**src/rtl/fork_launch.sv**
```systemverilog
// Fork receive stage: accepts per-core fork contexts, pulses start, and tracks each core to halt.
// Optional statistics counters are compiled in with `define FORK_LAUNCH_STATS_EN.
module fork_launch #(
  parameter int NCORES = 4,
  parameter int CW     = 3
) (
  input  logic                 clk,
  input  logic                 rst,
  input  logic [NCORES*33-1:0] fork_cxt_in,
  input  logic [NCORES-1:0]    halt,
  output logic [NCORES-1:0]    core_ens,
  output logic [NCORES-1:0]    fork_ack,
  output logic [NCORES-1:0]    start,
  output logic [NCORES*16-1:0] start_pc,
  output logic [NCORES*16-1:0] start_ptr,
  output logic [CW-1:0]        active_cnt,
  output logic                 all_idle
`ifdef FORK_LAUNCH_STATS_EN
  ,
  output logic [15:0]          launch_cnt,
  output logic [15:0]          halt_cnt
`endif
);

  typedef enum logic [1:0] {
    IDLE = 2'd0,
    LOAD = 2'd1,
    RUN  = 2'd2,
    DONE = 2'd3
  } state_t;

  state_t            state_r     [NCORES];
  state_t            state_nxt_s [NCORES];
  logic [NCORES-1:0] accept_s;
  logic [NCORES-1:0] halt_evt_s;
  logic [CW-1:0]     cnt_nxt_s;

  // Next-state decode per core; a valid slot outside IDLE is a stale context and is dropped.
  always_comb begin
    cnt_nxt_s = {CW{1'b0}};
    for (int i = 0; i < NCORES; i++) begin
      state_nxt_s[i] = state_r[i];
      accept_s[i]    = 1'b0;
      halt_evt_s[i]  = 1'b0;
      case (state_r[i])
        IDLE: begin
          if (fork_cxt_in[i*33+32]) begin
            accept_s[i]    = 1'b1;
            state_nxt_s[i] = LOAD;
          end else begin
            state_nxt_s[i] = IDLE;
          end
        end
        LOAD: state_nxt_s[i] = RUN;
        RUN: begin
          if (halt[i]) begin
            halt_evt_s[i]  = 1'b1;
            state_nxt_s[i] = DONE;
          end else begin
            state_nxt_s[i] = RUN;
          end
        end
        DONE:    state_nxt_s[i] = IDLE;
        default: state_nxt_s[i] = IDLE;
      endcase
      if (state_nxt_s[i] != IDLE) begin
        cnt_nxt_s = cnt_nxt_s + CW'(1);
      end else begin
        cnt_nxt_s = cnt_nxt_s;
      end
    end
  end

  // Core state, enables, strobes, latched contexts and occupancy count.
  always_ff @(posedge clk or posedge rst) begin
    if (rst) begin
      for (int i = 0; i < NCORES; i++) begin
        state_r[i] <= IDLE;
      end
      core_ens   <= {NCORES{1'b0}};
      fork_ack   <= {NCORES{1'b0}};
      start      <= {NCORES{1'b0}};
      start_pc   <= {(NCORES*16){1'b0}};
      start_ptr  <= {(NCORES*16){1'b0}};
      active_cnt <= {CW{1'b0}};
      all_idle   <= 1'b1;
    end else begin
      for (int i = 0; i < NCORES; i++) begin
        state_r[i]  <= state_nxt_s[i];
        core_ens[i] <= (state_nxt_s[i] != IDLE);
        fork_ack[i] <= accept_s[i];
        start[i]    <= accept_s[i];
        if (accept_s[i]) begin
          start_pc[i*16 +: 16]  <= fork_cxt_in[i*33 +: 16];
          start_ptr[i*16 +: 16] <= fork_cxt_in[i*33+16 +: 16];
        end
      end
      active_cnt <= cnt_nxt_s;
      all_idle   <= (cnt_nxt_s == {CW{1'b0}});
    end
  end

`ifdef FORK_LAUNCH_STATS_EN
  logic [16:0] acc_pop_s;
  logic [16:0] halt_pop_s;
  logic [16:0] launch_sum_s;
  logic [16:0] halt_sum_s;

  // Per-cycle event counts, added into the saturating statistics counters.
  always_comb begin
    acc_pop_s  = 17'd0;
    halt_pop_s = 17'd0;
    for (int i = 0; i < NCORES; i++) begin
      acc_pop_s  = acc_pop_s + 17'(accept_s[i]);
      halt_pop_s = halt_pop_s + 17'(halt_evt_s[i]);
    end
    launch_sum_s = {1'b0, launch_cnt} + acc_pop_s;
    halt_sum_s   = {1'b0, halt_cnt} + halt_pop_s;
  end

  // Statistics registers clamp at all-ones instead of wrapping.
  always_ff @(posedge clk or posedge rst) begin
    if (rst) begin
      launch_cnt <= 16'h0000;
      halt_cnt   <= 16'h0000;
    end else begin
      launch_cnt <= launch_sum_s[16] ? 16'hFFFF : launch_sum_s[15:0];
      halt_cnt   <= halt_sum_s[16] ? 16'hFFFF : halt_sum_s[15:0];
    end
  end
`endif

endmodule

```
**config.mk**
```make
export PLATFORM = sky130hd
export DESIGN_NAME = fork_launch
export DESIGN_NICKNAME = d
export VERILOG_FILES = /design/src/rtl/fork_launch.sv
export SDC_FILE = /design/constraint.sdc
export NUM_CORES = 1
export LEC_CHECK = 0
export CAP_MARGIN = 15
export CORE_ASPECT_RATIO = 1.4
export CORE_MARGIN = 2
export CORE_UTILIZATION = 35
export DETAILED_ROUTE_END_ITERATION = 7
export PLACE_DENSITY = 0.8
export SLEW_MARGIN = 25
export SYNTH_ARGS = -nofsm -noshare
export SYNTH_HDL_FRONTEND = slang
export SYNTH_SLANG_ARGS = --single-unit
```
**constraint.sdc**
```tcl
create_clock -name clk -period 7.72 [get_ports clk]
set_clock_uncertainty 0.15 [all_clocks]
set_input_delay 1.93 -clock clk [delete_from_list [all_inputs] [get_ports clk]]
set_output_delay 1.93 -clock clk [all_outputs]
set_load 0.01 [all_outputs]
```
==> results.py <==
metrics = {
    "synth": {
        "yosysTopAreaCellShare_pct": 65.12,
        "yosys.cell_count.top_type": "dfrtp_1",
        "synthSimpleGateAreaFrac_pct": 2.016,
        "ys.flop_type": "dfrtp_1",
        "synth-edff-count": 0,
        "synth_compound_area_share_pct": 0.7973,
        "yosysUniqueCellTypes": 22,
        "postSynthCellCount": 353,
        "synthMuxAreaShare_pct": 25.78,
        "synth_top_cell_by_area": "dfrtp_1",
        "synth.avg_cell_area_um2": 16.00,
        "async_flop_share_pct": 100.0,
        "ys_warn_count": 0,
        "synth_commonest_cells": "dfrtp_1, mux2_2, ha_1, inv_1, nand2_1",
        "synth.cell_area_mm2": 0.005649,
        "synth_top_family_by_area": "multiplexers",
        "synth_area_leaders": "dfrtp_1, mux2_2, ha_1",
        "seq_area_frac_synth_pct": 65.58,
        "synth_xor_area_share_pct": 0.4651,
        "synth_fp_nets": 505,
        "synth_adder_area_share_pct": 3.101,
        "synth-seq-cells": 148,
    },
    "die": {
        "core_area_mm2": 0.01597,
        "dieArea_mm2": 0.01719,
        "die_h_um": 154.3,
        "die_w_um": 111.4,
        "start_util_pct": 35.38,
        "core.rowCount": 55,
        "ioPinCount": 282,
    },
    "grt": {
        "antenna_found_initial": 0,
        "grt_max_degree": 95,
        "grt_pass1_vias": 4472,
        "grt_overflow": 0,
        "grt_usage_pct": 16.39,
        "grt_first_pass_wirelength_um": 22380,
    },
    "routing": {
        "drtPass1Iterations": 4,
        "drc_errors": 0,
        "num_vias": 3916,
        "drtIter0Drc": 181,
        "drt-total-wl_um": 14180,
        "drt-vias-per-instance": 4.591,
        "postRouteAntennaNets": 0,
        "drt-wirelength-per-cell_um": 16.63,
    },
    "hold_path": {
        "hold_class": "reg -> reg",
    },
    "critical_path": {
        "timing.critical_path.cells": "clkdlybuf4s50_1 > nand2_1 > o21ai_0 > or2_2 > ha_1 > or3_1 > o41a_1 > ha_1 > mux2_4 > nor3_2",
        "cpPeakStageDelay_ns": 0.42,
        "start_kind": "primary input",
        "path_delay_family": "simple AND/OR/NAND/NOR gates",
        "worstPathMaxFanout": 3,
        "crit_buf_inv": 1,
        "path_class": "in -> reg",
        "required_ns": 7.90,
        "worst_path_most_repeated_cell": "ha_1",
        "worstSetupEndpointType": "flip-flop",
        "slowest_stage": "clkdlybuf4s50_1",
        "arrival_ns": 4.34,
    },
    "timing": {
        "rsz0062_at_grt": "no",
        "drv_slew": 0,
        "fin_crit_sh_pct": 53.95,
        "hold_viol": 0,
        "relSlewSlack_pct": 43.70,
        "final-setup-viol-count": 0,
        "worstMarginPinSlew_ns": 0.8445,
        "max_freq_mhz": 240.1,
        "period_needed_ns": 4.165,
        "setup_tns_ns": 0,
        "fin_ws_ns": 3.555,
    },
    "finish": {
        "multi_input_area_mm2": 0.001819,
        "num_antenna_cells": 0,
        "final_cells": 853,
        "fillers": 1291,
        "regArea_mm2": 0.003705,
        "drive_above_1_share_pct": 25.84,
        "synthToLayoutAreaGrowth_pct": 63.83,
        "final_nets": 793,
    },
    "power_and_ir_drop": {
        "comb_power_share_pct": 46.4,
        "swShare_pct": 30.80,
        "internal-power_mw": 2.814,
        "p_per_area_mw_per_mm2": 439.5,
        "p_switching_mw": 1.253,
        "peakVddDrop_mv": 0.2319,
        "clock_power_share_pct": 19.7,
        "leakage_nw": 3.939,
        "seq_power_share_pct": 34.0,
    },
    "placed_design": {
        "dpl.hpwl_um": 10830,
        "dp.cells": 821,
        "portBuffers": 281,
        "place_ws_ns": 3.149,
        "gp_congestion": 0.7829,
    },
    "cts": {
        "cts_setup_buffers": 0,
        "htree_levels": 4,
        "numCtsBuffers": 17,
        "cts_tree": "done",
        "postCtsHoldBufs": 0,
        "clock_path_buffers": 2,
        "clk_pin_slew_worst_paths_ns": 0.06,
        "insertion_delay_ns": 0.40,
        "cts_root_buf": "clkbuf_16",
        "cts_resized": 0,
        "clock-sinks": 148,
    },
    "run_status": {
        "status": "finished clean",
    },
    "run": {
        "maxCapViolations": 0,
    },
}
==> flip-flops by register name (all words and copies together), names as in the netlist <==
signal,count
active_cnt,3
core_ens,4
start_ptr,64
start,4
start_pc,64
all_idle,1
state_r,8
==> final cells by class <==
class                   instances  share of cell area (%)
clock buffers                  20                   4.718
clock inverters                12                   1.568
inverters                      14                  0.6219
multi-input cells             175                   19.66
flip-flops and latches        148                   40.03
well taps                     199                   2.690
repair buffers                285                   30.72
==> routing by layer <==
metal  GRT usage (%)  share of wire (%)  vias up
met2           29.79                 54      184
li1                -                  -     1792
met4           7.172                2.8        0
met3           6.113                7.8       27
met1           16.76                 36     1913
met5               0                  0        -
==> through the flow <==
stage	util [%]	hold WS (ns)	instance area, um2	total power [mW]
after floorplan	-	0.4001	5649	2.267
after global placement	54.31	0.3370	8671	3.211
after detailed placement	54.33	0.3411	8673	3.304
after CTS	57.97	0.3544	9255	4.127
after global routing	57.97	0.3702	9255	4.314
final	57.97	0.3535	9255	4.067
==> placed cells by master, fill, tap and decap left out <==
cell	instances
clkbuf_16	17
clkdlybuf4s50_1	281
dfrtp_1	147
clkinvlp_4	2
clkinv_4	4
o41a_1	1
nand2_1	12
o21ai_0	4
or3_1	1
a21oi_1	1
inv_6	5
clkbuf_1	3
xnor2_1	1
mux2_2	128
mux2_4	1
dfstp_2	1
nor3_2	1
xor2_1	2
ha_1	14
and3b_1	1
buf_4	4
a21o_2	1
nand3_1	1
or2_2	1
inv_1	13
nand3b_1	3
nand2_2	1
nor2_2	1
bufinv_16	2
==> logic make-up (layout without fill, tap and decap cells) <==
family | after synthesis | count (layout)
flip-flops | 148 | 148
multiplexers | 129 | 129
buffers and inverters | 30 | 331
AND/OR/NAND/NOR | 22 | 22
adder cells (fa/ha/maj) | 14 | 14
AO/OA/AOI/OAI | 7 | 7
XOR/XNOR | 3 | 3
==> worst register-to-register path, cell delays in order, from the launching register on <==
cell and delay [ns]:
dfrtp_1 0.35, inv_1 0.06, ha_1 0.19, nand2_1 0.07, o21ai_0 0.14, or2_2 0.33
ha_1 0.21, or3_1 0.37, o41a_1 0.13, ha_1 0.30, mux2_4 0.27, nor3_2 0.17
==> worst paths after layout <==
check	start	end	slack, ns	cells after the start
hold reg to reg	start_pc[12]	start_pc[12]	0.35	1
setup / recovery	fork_cxt_in[32]	all_idle	3.56	10
max in group asynchronous	rst	start_pc[15]	4.26	3
setup reg to reg	state_r[7]	all_idle	4.91	11
min in group asynchronous	rst	start_pc[12]	1.90	2
hold / removal	start_pc[12]	start_pc[12]	0.35	1
==> power by group through the flow <==
stage          Clock (mW)  Sequential (mW)  Combinational, mW
6_report            0.800             1.38               1.89
5_1_grt             0.864             1.43               2.02
4_1_cts             0.823             1.39               1.92
3_5_place_dp            0             1.40               1.91
3_3_place_gp            0             1.37               1.84
2_1_floorplan           0             1.54              0.726
Power figures use the tool's default switching activity.
